`config.mk`:
```
export PLATFORM = sky130hd
export DESIGN_NAME = dff_share_arb_flat
export DESIGN_NICKNAME = d
export VERILOG_FILES = /design/src/rtl/dff_share_arb_pkg.sv /design/src/rtl/dff_share_arb_if.sv /design/src/rtl/dff_share_arb_rr_pick.sv /design/src/rtl/dff_share_arb.sv /design/src/flat_wrapper.sv
export SDC_FILE = /design/constraint.sdc
export NUM_CORES = 1
export LEC_CHECK = 0
export BUFFER_PORTS_ARGS = -buffer_cell sky130_fd_sc_hd__buf_2
export CAP_MARGIN = 15
export CORE_MARGIN = 2
export CORE_UTILIZATION = 53
export CTS_CLUSTER_DIAMETER = 40
export DETAILED_ROUTE_END_ITERATION = 7
export GPL_TIMING_DRIVEN = 0
export PLACE_DENSITY = 0.85
export SLEW_MARGIN = 20
export SYNTH_ARGS = -nofsm -noshare
export SYNTH_HDL_FRONTEND = slang
export SYNTH_HIERARCHICAL = 1
export SYNTH_SLANG_ARGS = --single-unit
```
`constraint.sdc`:
```
create_clock -name c -period 4.7 [get_ports c]
set_clock_uncertainty 0.15 [all_clocks]
set_input_delay 0.94 -clock c [delete_from_list [all_inputs] [get_ports c]]
set_output_delay 0.94 -clock c [all_outputs]
set_load 0.01 [all_outputs]
```
`src/rtl/dff_share_arb_pkg.sv`:
```
// dff_share_pkg: shared types and helpers for the dff_share_arb slice.
//   state_t  : arbiter FSM encoding (ST_IDLE, ST_OWN)
//   pick_t   : result of a round-robin pick (found flag + index)
//   clog2    : elaboration-time ceiling log2, used to size index fields
//   rr_pick  : loop-form round-robin pick for up to MAX_N requesters;
//              a reference form of what rr_pick_n computes structurally
package dff_share_pkg;

   typedef enum logic {
      ST_IDLE = 1'b0,
      ST_OWN  = 1'b1
   } state_t;

   localparam int MAX_N = 8;

   typedef struct packed {
      logic       found;
      logic [2:0] idx;
   } pick_t;

   function automatic int clog2(input int v);
      int r;
      int x;
      r = 0;
      x = v - 1;
      for (int i = 0; i < 32; i++) begin
         if (x > 0) begin
            r++;
            x = x >> 1;
         end
      end
      return r;
   endfunction

   // First set bit of req[n-1:0] searching ptr+1, ptr+2, ... modulo n.
   function automatic pick_t rr_pick(input logic [MAX_N-1:0] req, input int ptr, input int n);
      pick_t p;
      p = '0;
      for (int k = n; k >= 1; k--) begin
         int j;
         j = (ptr + k) % n;
         if (req[j]) begin
            p.found = 1'b1;
            p.idx   = 3'(j);
         end
      end
      return p;
   endfunction

endpackage

```
`src/rtl/dff_share_arb_if.sv`:
```
// dff_share_arb_if: bus between the producers and the shared-register arbiter.
//   req, lock, d : from producers (requester i uses bit i / d[i*W +: W])
//   gnt          : one-hot grant back to producers (combinational)
//   q, q_src     : shared register and index of its last writer
//   q_vld        : register written at least once since reset
//   wr_cnt       : saturating write counter
//   state, owner : FSM state and current owner, exported for observation
// Handshake: requester i holds req[i] (and d) until it sees gnt[i]; the write
// commits on the rising edge where req[i] & gnt[i]. There is no back-pressure
// beyond gnt.
interface dff_share_arb_if #(
   parameter int N  = 4,
   parameter int W  = 8,
   parameter int CW = 16
);
   import dff_share_pkg::*;

   localparam int IW = clog2(N);

   logic [N-1:0]   req;
   logic [N-1:0]   lock;
   logic [N*W-1:0] d;
   logic [N-1:0]   gnt;
   logic [W-1:0]   q;
   logic [IW-1:0]  q_src;
   logic           q_vld;
   logic [CW-1:0]  wr_cnt;
   state_t         state;
   logic [IW-1:0]  owner;

   modport master (
      output req, lock, d,
      input  gnt, q, q_src, q_vld, wr_cnt, state, owner
   );

   modport slave (
      input  req, lock, d,
      output gnt, q, q_src, q_vld, wr_cnt, state, owner
   );

endinterface

```
`src/rtl/dff_share_arb_rr_pick.sv`:
```
// rr_pick_n: combinational round-robin picker, N-generic.
//   req   : request vector
//   ptr   : index of the last winner; search starts at ptr+1
//   found : at least one request is set
//   idx   : winning index (valid when found)
// Rotates req so ptr+1 sits at bit 0, priority-encodes, then unrotates.
module rr_pick_n #(
   parameter int N  = 4,
   parameter int IW = 2
) (
   input  logic [N-1:0]  req,
   input  logic [IW-1:0] ptr,
   output logic          found,
   output logic [IW-1:0] idx
);

   logic [N-1:0]  rot;
   logic [IW-1:0] k_sel;

   always_comb begin
      rot   = '0;
      k_sel = '0;
      for (int k = 0; k < N; k++) begin
         rot[k] = req[(int'(ptr) + 1 + k) % N];
      end
      found = |rot;
      // Descending scan so the lowest rotated position wins.
      for (int k = N - 1; k >= 0; k--) begin
         if (rot[k]) k_sel = IW'(k);
      end
      idx = IW'((int'(ptr) + 1 + int'(k_sel)) % N);
   end

endmodule

```
`src/rtl/dff_share_arb.sv`:
```
// dff_share_arb: round-robin write arbiter for one shared W-bit register.
//   c     : clock, all state updates on posedge
//   rst_n : synchronous active-low reset
//   bus   : dff_share_arb_if slave side (req/lock/d in, gnt/q/q_src/q_vld/
//           wr_cnt/state/owner out)
// IDLE picks round-robin after ptr; a winner with lock set takes ownership
// (OWN) and is granted every cycle it requests, until it requests without
// lock (final write) or drops its request (no write).
module dff_share_arb
   import dff_share_pkg::*;
#(
   parameter int N  = 4,
   parameter int W  = 8,
   parameter int CW = 16
) (
   input logic           c,
   input logic           rst_n,
   dff_share_arb_if.slave bus
);

   localparam int IW = clog2(N);

   state_t        state;
   logic [IW-1:0] ptr;
   logic [IW-1:0] owner;
   logic [W-1:0]  q_r;
   logic [IW-1:0] q_src_r;
   logic          q_vld_r;
   logic [CW-1:0] wr_cnt_r;

   logic          pick_found;
   logic [IW-1:0] pick_idx;
   logic          wr_en;
   logic [IW-1:0] wr_idx;
   logic [N-1:0]  gnt;

   rr_pick_n #(.N(N), .IW(IW)) u_pick (
      .req   (bus.req),
      .ptr   (ptr),
      .found (pick_found),
      .idx   (pick_idx)
   );

   // Grant selection; held off entirely while reset is asserted.
   always_comb begin
      wr_en  = 1'b0;
      wr_idx = pick_idx;
      gnt    = '0;
      if (rst_n) begin
         if (state == ST_OWN) begin
            wr_idx = owner;
            wr_en  = bus.req[owner];
         end else begin
            wr_en  = pick_found;
         end
      end
      if (wr_en) gnt[wr_idx] = 1'b1;
   end

   always_ff @(posedge c) begin
      if (!rst_n) begin
         state    <= ST_IDLE;
         ptr      <= IW'(N - 1);
         owner    <= '0;
         q_r      <= '0;
         q_src_r  <= '0;
         q_vld_r  <= 1'b0;
         wr_cnt_r <= '0;
      end else begin
         if (wr_en) begin
            q_r     <= bus.d[int'(wr_idx)*W +: W];
            q_src_r <= wr_idx;
            q_vld_r <= 1'b1;
            if (wr_cnt_r != '1) wr_cnt_r <= wr_cnt_r + 1'b1;
         end
         case (state)
            ST_IDLE: begin
               if (wr_en) begin
                  ptr <= wr_idx;
                  if (bus.lock[wr_idx]) begin
                     state <= ST_OWN;
                     owner <= wr_idx;
                  end
               end
            end
            ST_OWN: begin
               // ptr already equals owner, so round-robin resumes after it.
               if (!bus.req[owner] || !bus.lock[owner]) state <= ST_IDLE;
            end
            default: state <= ST_IDLE;
         endcase
      end
   end

   assign bus.gnt    = gnt;
   assign bus.q      = q_r;
   assign bus.q_src  = q_src_r;
   assign bus.q_vld  = q_vld_r;
   assign bus.wr_cnt = wr_cnt_r;
   assign bus.state  = state;
   assign bus.owner  = owner;

endmodule

```
`src/flat_wrapper.sv`:
```
// flat-port wrapper written by rule: the top's interface ports become plain ports
module dff_share_arb_flat import dff_share_pkg::*;
#(
   parameter int N  = 4,
   parameter int W  = 8,
   parameter int CW = 16
)
  (c, rst_n, bus_req, bus_lock, bus_d, bus_gnt, bus_q, bus_q_src, bus_q_vld, bus_wr_cnt, bus_state, bus_owner);
  dff_share_arb_if #(.N(N), .W(W), .CW(CW)) bus_i ();
  input logic c;
  input logic rst_n;
  input wire logic [$bits(bus_i.req)-1:0] bus_req;
  input wire logic [$bits(bus_i.lock)-1:0] bus_lock;
  input wire logic [$bits(bus_i.d)-1:0] bus_d;
  output wire logic [$bits(bus_i.gnt)-1:0] bus_gnt;
  output wire logic [$bits(bus_i.q)-1:0] bus_q;
  output wire logic [$bits(bus_i.q_src)-1:0] bus_q_src;
  output wire logic [$bits(bus_i.q_vld)-1:0] bus_q_vld;
  output wire logic [$bits(bus_i.wr_cnt)-1:0] bus_wr_cnt;
  output wire logic [$bits(bus_i.state)-1:0] bus_state;
  output wire logic [$bits(bus_i.owner)-1:0] bus_owner;
  assign bus_i.req = bus_req;
  assign bus_i.lock = bus_lock;
  assign bus_i.d = bus_d;
  assign bus_gnt = bus_i.gnt;
  assign bus_q = bus_i.q;
  assign bus_q_src = bus_i.q_src;
  assign bus_q_vld = bus_i.q_vld;
  assign bus_wr_cnt = bus_i.wr_cnt;
  assign bus_state = bus_i.state;
  assign bus_owner = bus_i.owner;
  dff_share_arb #(.N(N), .W(W), .CW(CW)) u_core (.c(c), .rst_n(rst_n), .bus(bus_i));
endmodule
```
Word level (Yosys, flattened, before mapping)
Cells that the tools add are included.

word-level totals
  bits in registers = 32
  input port bits = 42
  word-level logic and storage cells = 72

cells by class
  add/sub/neg operators = 6
  magnitude comparators = 7
  equal/unequal tests = 1
  shift operators = 1
  multiplexer cells = 33
  bitwise logic cells = 5
  reductions and logical operators = 12

operators with widths
  operator                 number
  $shiftx A32 B6 Y8        1
  $mux W1                  17
  $add A16 B1 Y16 const B  1
  $lt A3 B4 Y1 const B     4
  $ne A16 B16 Y1 const B   1
  $bmux W1 S2              7
  $mux W2                  6
  $reduce_or A2 Y1         4
  $lt A2 B3 Y1 const B     2
  $add A2 B1 Y2 const B    2
  $add A2 B2 Y2 const B    2
  $and A1 B1 Y1 const A    4
  $mux W4                  1
  $reduce_and A2 Y1        2
  $reduce_or A4 Y1         1
  $reduce_and A3 Y1        1
  $add A2 B2 Y2            1
  $demux W1 S2             1
  $ge A2 B1 Y1 const B     1
  $logic_not A1 Y1         2
  $pmux W1 S2              1
  $logic_and A1 B1 Y1      1
  $logic_or A1 B1 Y1       1
  $not A1 Y1               1

Depth between registers and ports, before layout
  word-level depth = 19
  mapped depth = 11
  mapped depth without buffers = 11

Modules after synthesis
Netlist, hierarchy kept.

by module, submodules not included
  module         instances  cells an instance  area an instance (um2)  seq. area each (um2)
  dff_share_arb  1          189                1829.3                  640.6
  rr_pick_n      1          26                 178.9                   0.0

Worst setup path after synthesis
OpenSTA, ideal clock, no wires.

  path type = input -> output
  start = input bus_req[1]
  end = output bus_gnt[0]
  data arrival time = 2898 ps
  required time = 3610 ps
  setup slack = 712 ps
  stages on the path = 10
  buffers on the path = 0
  path through = inv_1 o21ai_0 a21oi_1 o31a_1 ha_1 xnor2_1 xnor2_1 xnor2_1 mux2_1 nor3_1

on the way
  longest elaborated chain between the ends = 15
  elaborated cells on any way between the ends = 30

RTL lines
  what                                                                       line                         RTL
  start: declaration                                                         flat_wrapper.sv:12           input wire logic [$bits(bus_i.req)-1:0] bus_req;
  $bmux W1 S2                                                                dff_share_arb_rr_pick.sv:24  rot[k] = req[(int'(ptr) + 1 + k) % N];
  $mux W1 (implied by the code) (2 in a row)                                 dff_share_arb_rr_pick.sv:24
  $mux W2 (3 in a row)                                                       dff_share_arb_rr_pick.sv:29  if (rot[k]) k_sel = IW'(k);
  $mux W2 (*)                                                                dff_share_arb_rr_pick.sv:29
  $add A2 B2 Y2 (*)                                                          dff_share_arb_rr_pick.sv:31  idx = IW'((int'(ptr) + 1 + int'(k_sel)) % N);
  named net u_core.pick_idx[1]                                               dff_share_arb.sv:32          logic [IW-1:0] pick_idx;
  $mux W2                                                                    dff_share_arb.sv:50          if (state == ST_OWN) begin
  $mux W2 (*)                                                                dff_share_arb.sv:49          if (rst_n) begin
  $lt A2 B3 Y1 (implied by the code) / $ge A2 B1 Y1 (equally long branches)  dff_share_arb.sv:57          if (wr_en) gnt[wr_idx] = 1'b1;
  $logic_and A1 B1 Y1 (implied by the code)                                  dff_share_arb.sv:57
  $mux W1 (implied by the code)                                              dff_share_arb.sv:57
  $demux W1 S2 (*)                                                           -
  $mux W4 (*)                                                                dff_share_arb.sv:57
  end: declaration                                                           flat_wrapper.sv:15           output wire logic [$bits(bus_i.gnt)-1:0] bus_gnt;

The timed path passes the listed nets; every way through them passes the cells marked *. The select of a mux whose other input is x is not followed.

Final worst setup path
Ends and elaborated chain as after synthesis.

==> results.md <==
Timing:
- The worst pin sits at a relative slew slack of about three fifths.
- The fmax is around 0.22 GHz.
- The shortest period the worst path allows is 4.47 ns.
- For the pin with the worst max-slew slack, the measured transition is about 0.61 ns.
- Setup violations remaining at the end of the flow were counted as 0.
- The max-slew violation total from the final report is 0.
- After layout, the worst path uses 95.1% of the clock period.
- The worst slack on hold paths is 0.345 ns.
- The setup total negative slack is 0 ns.
- The count of final hold-check violations came to 0.
- Setup repair after global routing left no endpoint under its margin.
- The worst path setup slack after routing is 0.230 ns.

Die:
- Measured along the y axis, the die boundary spans 65.6 µm.
- The row count is 22.
- The die area is 4300 µm².
- between 70 and 80 I/O pins were placed.
- The chip width is 65.6 µm.
- Once the floorplan was initialized, standard cells occupied 54.9% of the core.
- In this run the standard cell core region covers 3660 µm².

Clocking:
- The CTS tree is done.
- For this design, the CTS-stage hold fixing added 0 buffers.
- In this run, CTS created clock tree buffers numbering 5.
- The H-tree was split into 2 levels.
- CTS saw 32 sinks.
- The root buffer cell is sky130_fd_sc_hd__clkbuf_8.
- The clock-pin slew on the worst setup and hold paths is 0.06 ns.
- Post-CTS repair changed the size of 0 cells.
- The clock latency of the later-clocked register in the worst-skew pair is around 0.28 ns.
- Buffers added to address setup during post-CTS repair amount to 0.
- The clock tree buffer depth is 2.

Critical path:
- The delay of the slowest critical-path stage is approximately 0.51 ns.
- The kind of cell with the highest combined delay along the critical path is XOR/XNOR gates.
- The slowest stage of the critical path is the sky130_fd_sc_hd__xnor2_1 cell.
- The number of cells traversed by the worst register-to-register path is 11.
- STA classifies the critical path endpoint as a primary output.
- The capture instance of the worst register-to-register path is u_core/bus.q[1].
- The worst register-to-register path begins at u_core/ptr[1].
- The setup path with the least slack is of type in2out.
- At the worst endpoint, the arrival time is 3.38 ns.
- The largest fanout on the critical path is 10.
- The worst setup path is launched from an input port.
- The cell with the most instances on the worst path is sky130_fd_sc_hd__xnor2_1.
- STA puts the critical path data required time at between 3 and 4 ns.
- The critical path depth in cells is 12.
- The signal on the critical path passes through buf_2 > inv_1 > o21ai_0 > a21oi_1 > o31a_1 > ha_1 > xnor2_1 > xnor2_1 > xnor2_1 > mux2_1 > nor3_1 > buf_2.
- The total buffers and inverters traversed by the critical path is 3.
- The worst register-to-register path has a setup slack of 1.47 ns.

Pwr:
- The total power per unit cell area is 538 nW/µm².
- The share of power burned in combinational logic is between 50 and 60%.
- The net switching power is 0.531 mW.
- The cell internal power dissipation is 0.832 mW.
- Of the total power, the share spent switching nets is approximately two fifths.
- The portion of total power attributed to the clock network is approximately 16%.
- The part of the total power dissipated in sequential elements is 28.3%.
- The worst-case IR drop observed on VDD is 0.418 mV.
- After layout, the design draws a total of 1.36 mW.
- In this run the static leakage power is roughly 1.2 nW.

Drt:
- The number of vias per cell after detailed routing is 6.07.
- Dividing the detail-routed wire length by the instance count gives 14.8 µm.
- The number of routed nets with antenna violations is 0.
- After detailed routing, the total wire length is 5110 µm.
- The violation count after the first detailed-route iteration is 103.
- The count of TritonRoute iterations in the first routing pass is 4.
- The post-route DRC violation count is 0.
- The total vias in the final route is 2099.

Synthesis:
- In this run the cell area of the synthesized design comes to 2010 µm².
- The synthesized netlist cell count is between 200 and 250.
- The count of unique library cells instantiated by Yosys is 45.
- The xor-xnor portion of the synthesized cell area is approximately 1.3%.
- Summing the areas of all and, or, nand and nor instances in the mapped netlist gives 24.1% of the synthesized area.
- The number of synthesized flops with an enable pin is 0.
- The synthesized area per cell is 9.34 µm².
- Summed over its instances, the top area cell type makes up 31.9% of the synthesized netlist area.
- Among all flip-flop cells after synthesis, the most frequent one is sky130_fd_sc_hd__dfxtp_1.
- By area the synthesized netlist is led by sky130_fd_sc_hd__dfxtp_1 32%, sky130_fd_sc_hd__mux4_2 7.9%, sky130_fd_sc_hd__o31ai_1 5.2%.
- The sequential share of the synthesized area is a little under a third.
- The Yosys step of the flow raised 6 warnings.
- Counting flops and latches in the post-synthesis netlist gives 32.
- In the synthesized netlist the async set-or-reset flop fraction comes to 0%.
- The largest family of logic cells by synthesized area is simple AND/OR/NAND/NOR gates.
- Summed over all instances, the cell type with the most area after synthesis is sky130_fd_sc_hd__dfxtp_1.
- The complex-gate fraction of the synthesized area is 19.9%.
- The fraction of synthesized area in multiplexers is 16.1%.
- The adder-cell area share of the yosys netlist is ~1.2%.
- The synthesized net count is 259.

Cells and area:
- The number of antenna diodes in the final layout is 0.
- Of the cells placed in the final design, the portion with a size suffix greater than 1 is 33.9%.
- The core utilization of the finished layout is 69.2%.
- For this run, the post-layout net count is 341.
- Compared with the post-synthesis result, the final layout area differs by 26.2%.
- The library cell used most frequently in the layout, excluding fill and tap cells, is sky130_fd_sc_hd__buf_2.
- The filler cells instantiated in the layout total roughly 310.
- Leaving out fill and tap cells, the most frequent cells in the layout are 80 x sky130_fd_sc_hd__buf_2, 32 x sky130_fd_sc_hd__dfxtp_1, 17 x sky130_fd_sc_hd__a21oi_1.

Place:
- Timing analysis after detailed placement gives a worst setup slack of 0.265 ns.
- The estimated wirelength of the detail-placed design is 3800 µm.
- The number of input and output port buffers inserted is 75.
- Routability-driven placement finished with a final weighted congestion of about 0.86.

Min path:
- The path with the worst hold slack has its endpoint at u_core/bus.q_vld.
- The worst hold path passes through 2 cells.
- The min-delay analysis places its worst path in the category reg2reg.
- The startpoint identified for the worst hold timing path is u_core/bus.q_vld.

Global route:
- The aggregate global routing overflow is 0.
- The via count of the first global-routing pass was 1850.
- The met1 track utilization from global routing is a little under a third.
- Entering global routing, the biggest net connects 11 pins.
- For this run, global-route usage on met2 was measured as approximately 43%.
- The combined global-route utilization of all metal layers is 24.7%.
- For met3 alone, demand over resource in global routing was around 4.8%.
- The first-pass GRT wire length is ~8300 µm.
- The routing layer with the top usage in global route is met2.
- The number of antenna violations at the first check in global routing was 0.

Run:
- The max-capacitance violation count is 0.

Outcome:
- The run finished with clean final reports.
==> worst register-to-register path, delay by kind of cell (launching register included) <==
| family | cells | cell delay (ns) |
|---|---|---|
| adders and majority gates | 1 | 0.19 |
| and+or+nand+nor | 1 | 0.18 |
| xor gates and xnor gates | 3 | 0.78 |
| DFF | 1 | 0.37 |
| AOI/OAI and AO/OA | 4 | 0.59 |
| muxes | 2 | 0.86 |
==> sequential cells by signal, indices dropped and copies added (netlist names) <==
name,cells
u_core/bus.owner,2
u_core/bus.q,8
u_core/bus.q_src,2
u_core/bus.q_vld,1
u_core/bus.state,1
u_core/bus.wr_cnt,16
u_core/ptr,2
==> per-layer routing <==
| layer | vias up | share of wire [%] |
|---|---|---|
| li1 | 1004 | - |
| met1 | 1012 | 42 |
| met2 | 76 | 50 |
| met3 | 7 | 6.3 |
| met4 | 0 | 1.2 |
| met5 | - | 0 |
==> final cells by class <==
type / instances / area (µm²) / share of cell area, %
repair buffers: 75 / 375 / 14.8
well taps: 48 / 60.1 / 2.37
clock buffers: 8 / 90.1 / 3.56
flip-flops and latches: 32 / 641 / 25.3
multi-input cells: 162 / 1260 / 49.7
inverters: 5 / 18.8 / 0.741
plain buffers: 16 / 88.8 / 3.51
==> power groups by stage <==
stage | sequential (mW) | combinational (mW) | clock (mW)
after floorplan | 0.407 | 0.549 | 0
after global placement | 0.390 | 0.742 | 0
after detailed placement | 0.391 | 0.756 | 0
after CTS | 0.386 | 0.762 | 0.219
after global routing | 0.396 | 0.835 | 0.229
final | 0.386 | 0.763 | 0.214
==> cells by family after synthesis <==
family | count (synthesis)
simple gates | 83
compound gates | 56
flops | 32
buf+inv | 21
mux | 18
xor+xnor | 3
fa+ha+maj | 2
==> cell usage after synthesis (all sizes together), types with 3 or more instances <==
library cell and number:
nand3 10, nand2b 13, o31ai 14, mux4 10, nor2 6, or3 4
or4 12, nor4 3, xnor2 3, mux2i 5, nand4 6, nand2 15
inv 4, clkbuf 5, dfxtp 32, nor3 4, o21ai 4, buf 11
and4 3, o211a 8, a21oi 17, mux2 3
==> worst max-delay path by stage <==
stage	from	endpoint	slack, ns
6_report	bus_req[1]	bus_gnt[0]	0.23
5_1_grt	bus_req[1]	bus_gnt[1]	0.03
4_1_cts	bus_req[1]	bus_gnt[0]	0.27
3_5_place_dp	bus_req[1]	bus_gnt[0]	0.27
3_3_place_gp	bus_req[1]	bus_gnt[1]	0.27
2_1_floorplan	bus_req[1]	bus_gnt[0]	0.71
==> per-stage QoR <==
| step | std cells | cell area (µm²) |
|---|---|---|
| floorplan | 215 | 2010 |
| global placement | 338 | 2440 |
| detailed placement | 338 | 2440 |
| CTS | 346 | 2530 |
| global route | 346 | 2530 |
| finish | 346 | 2530 |
(Power assumes the default switching activity.)
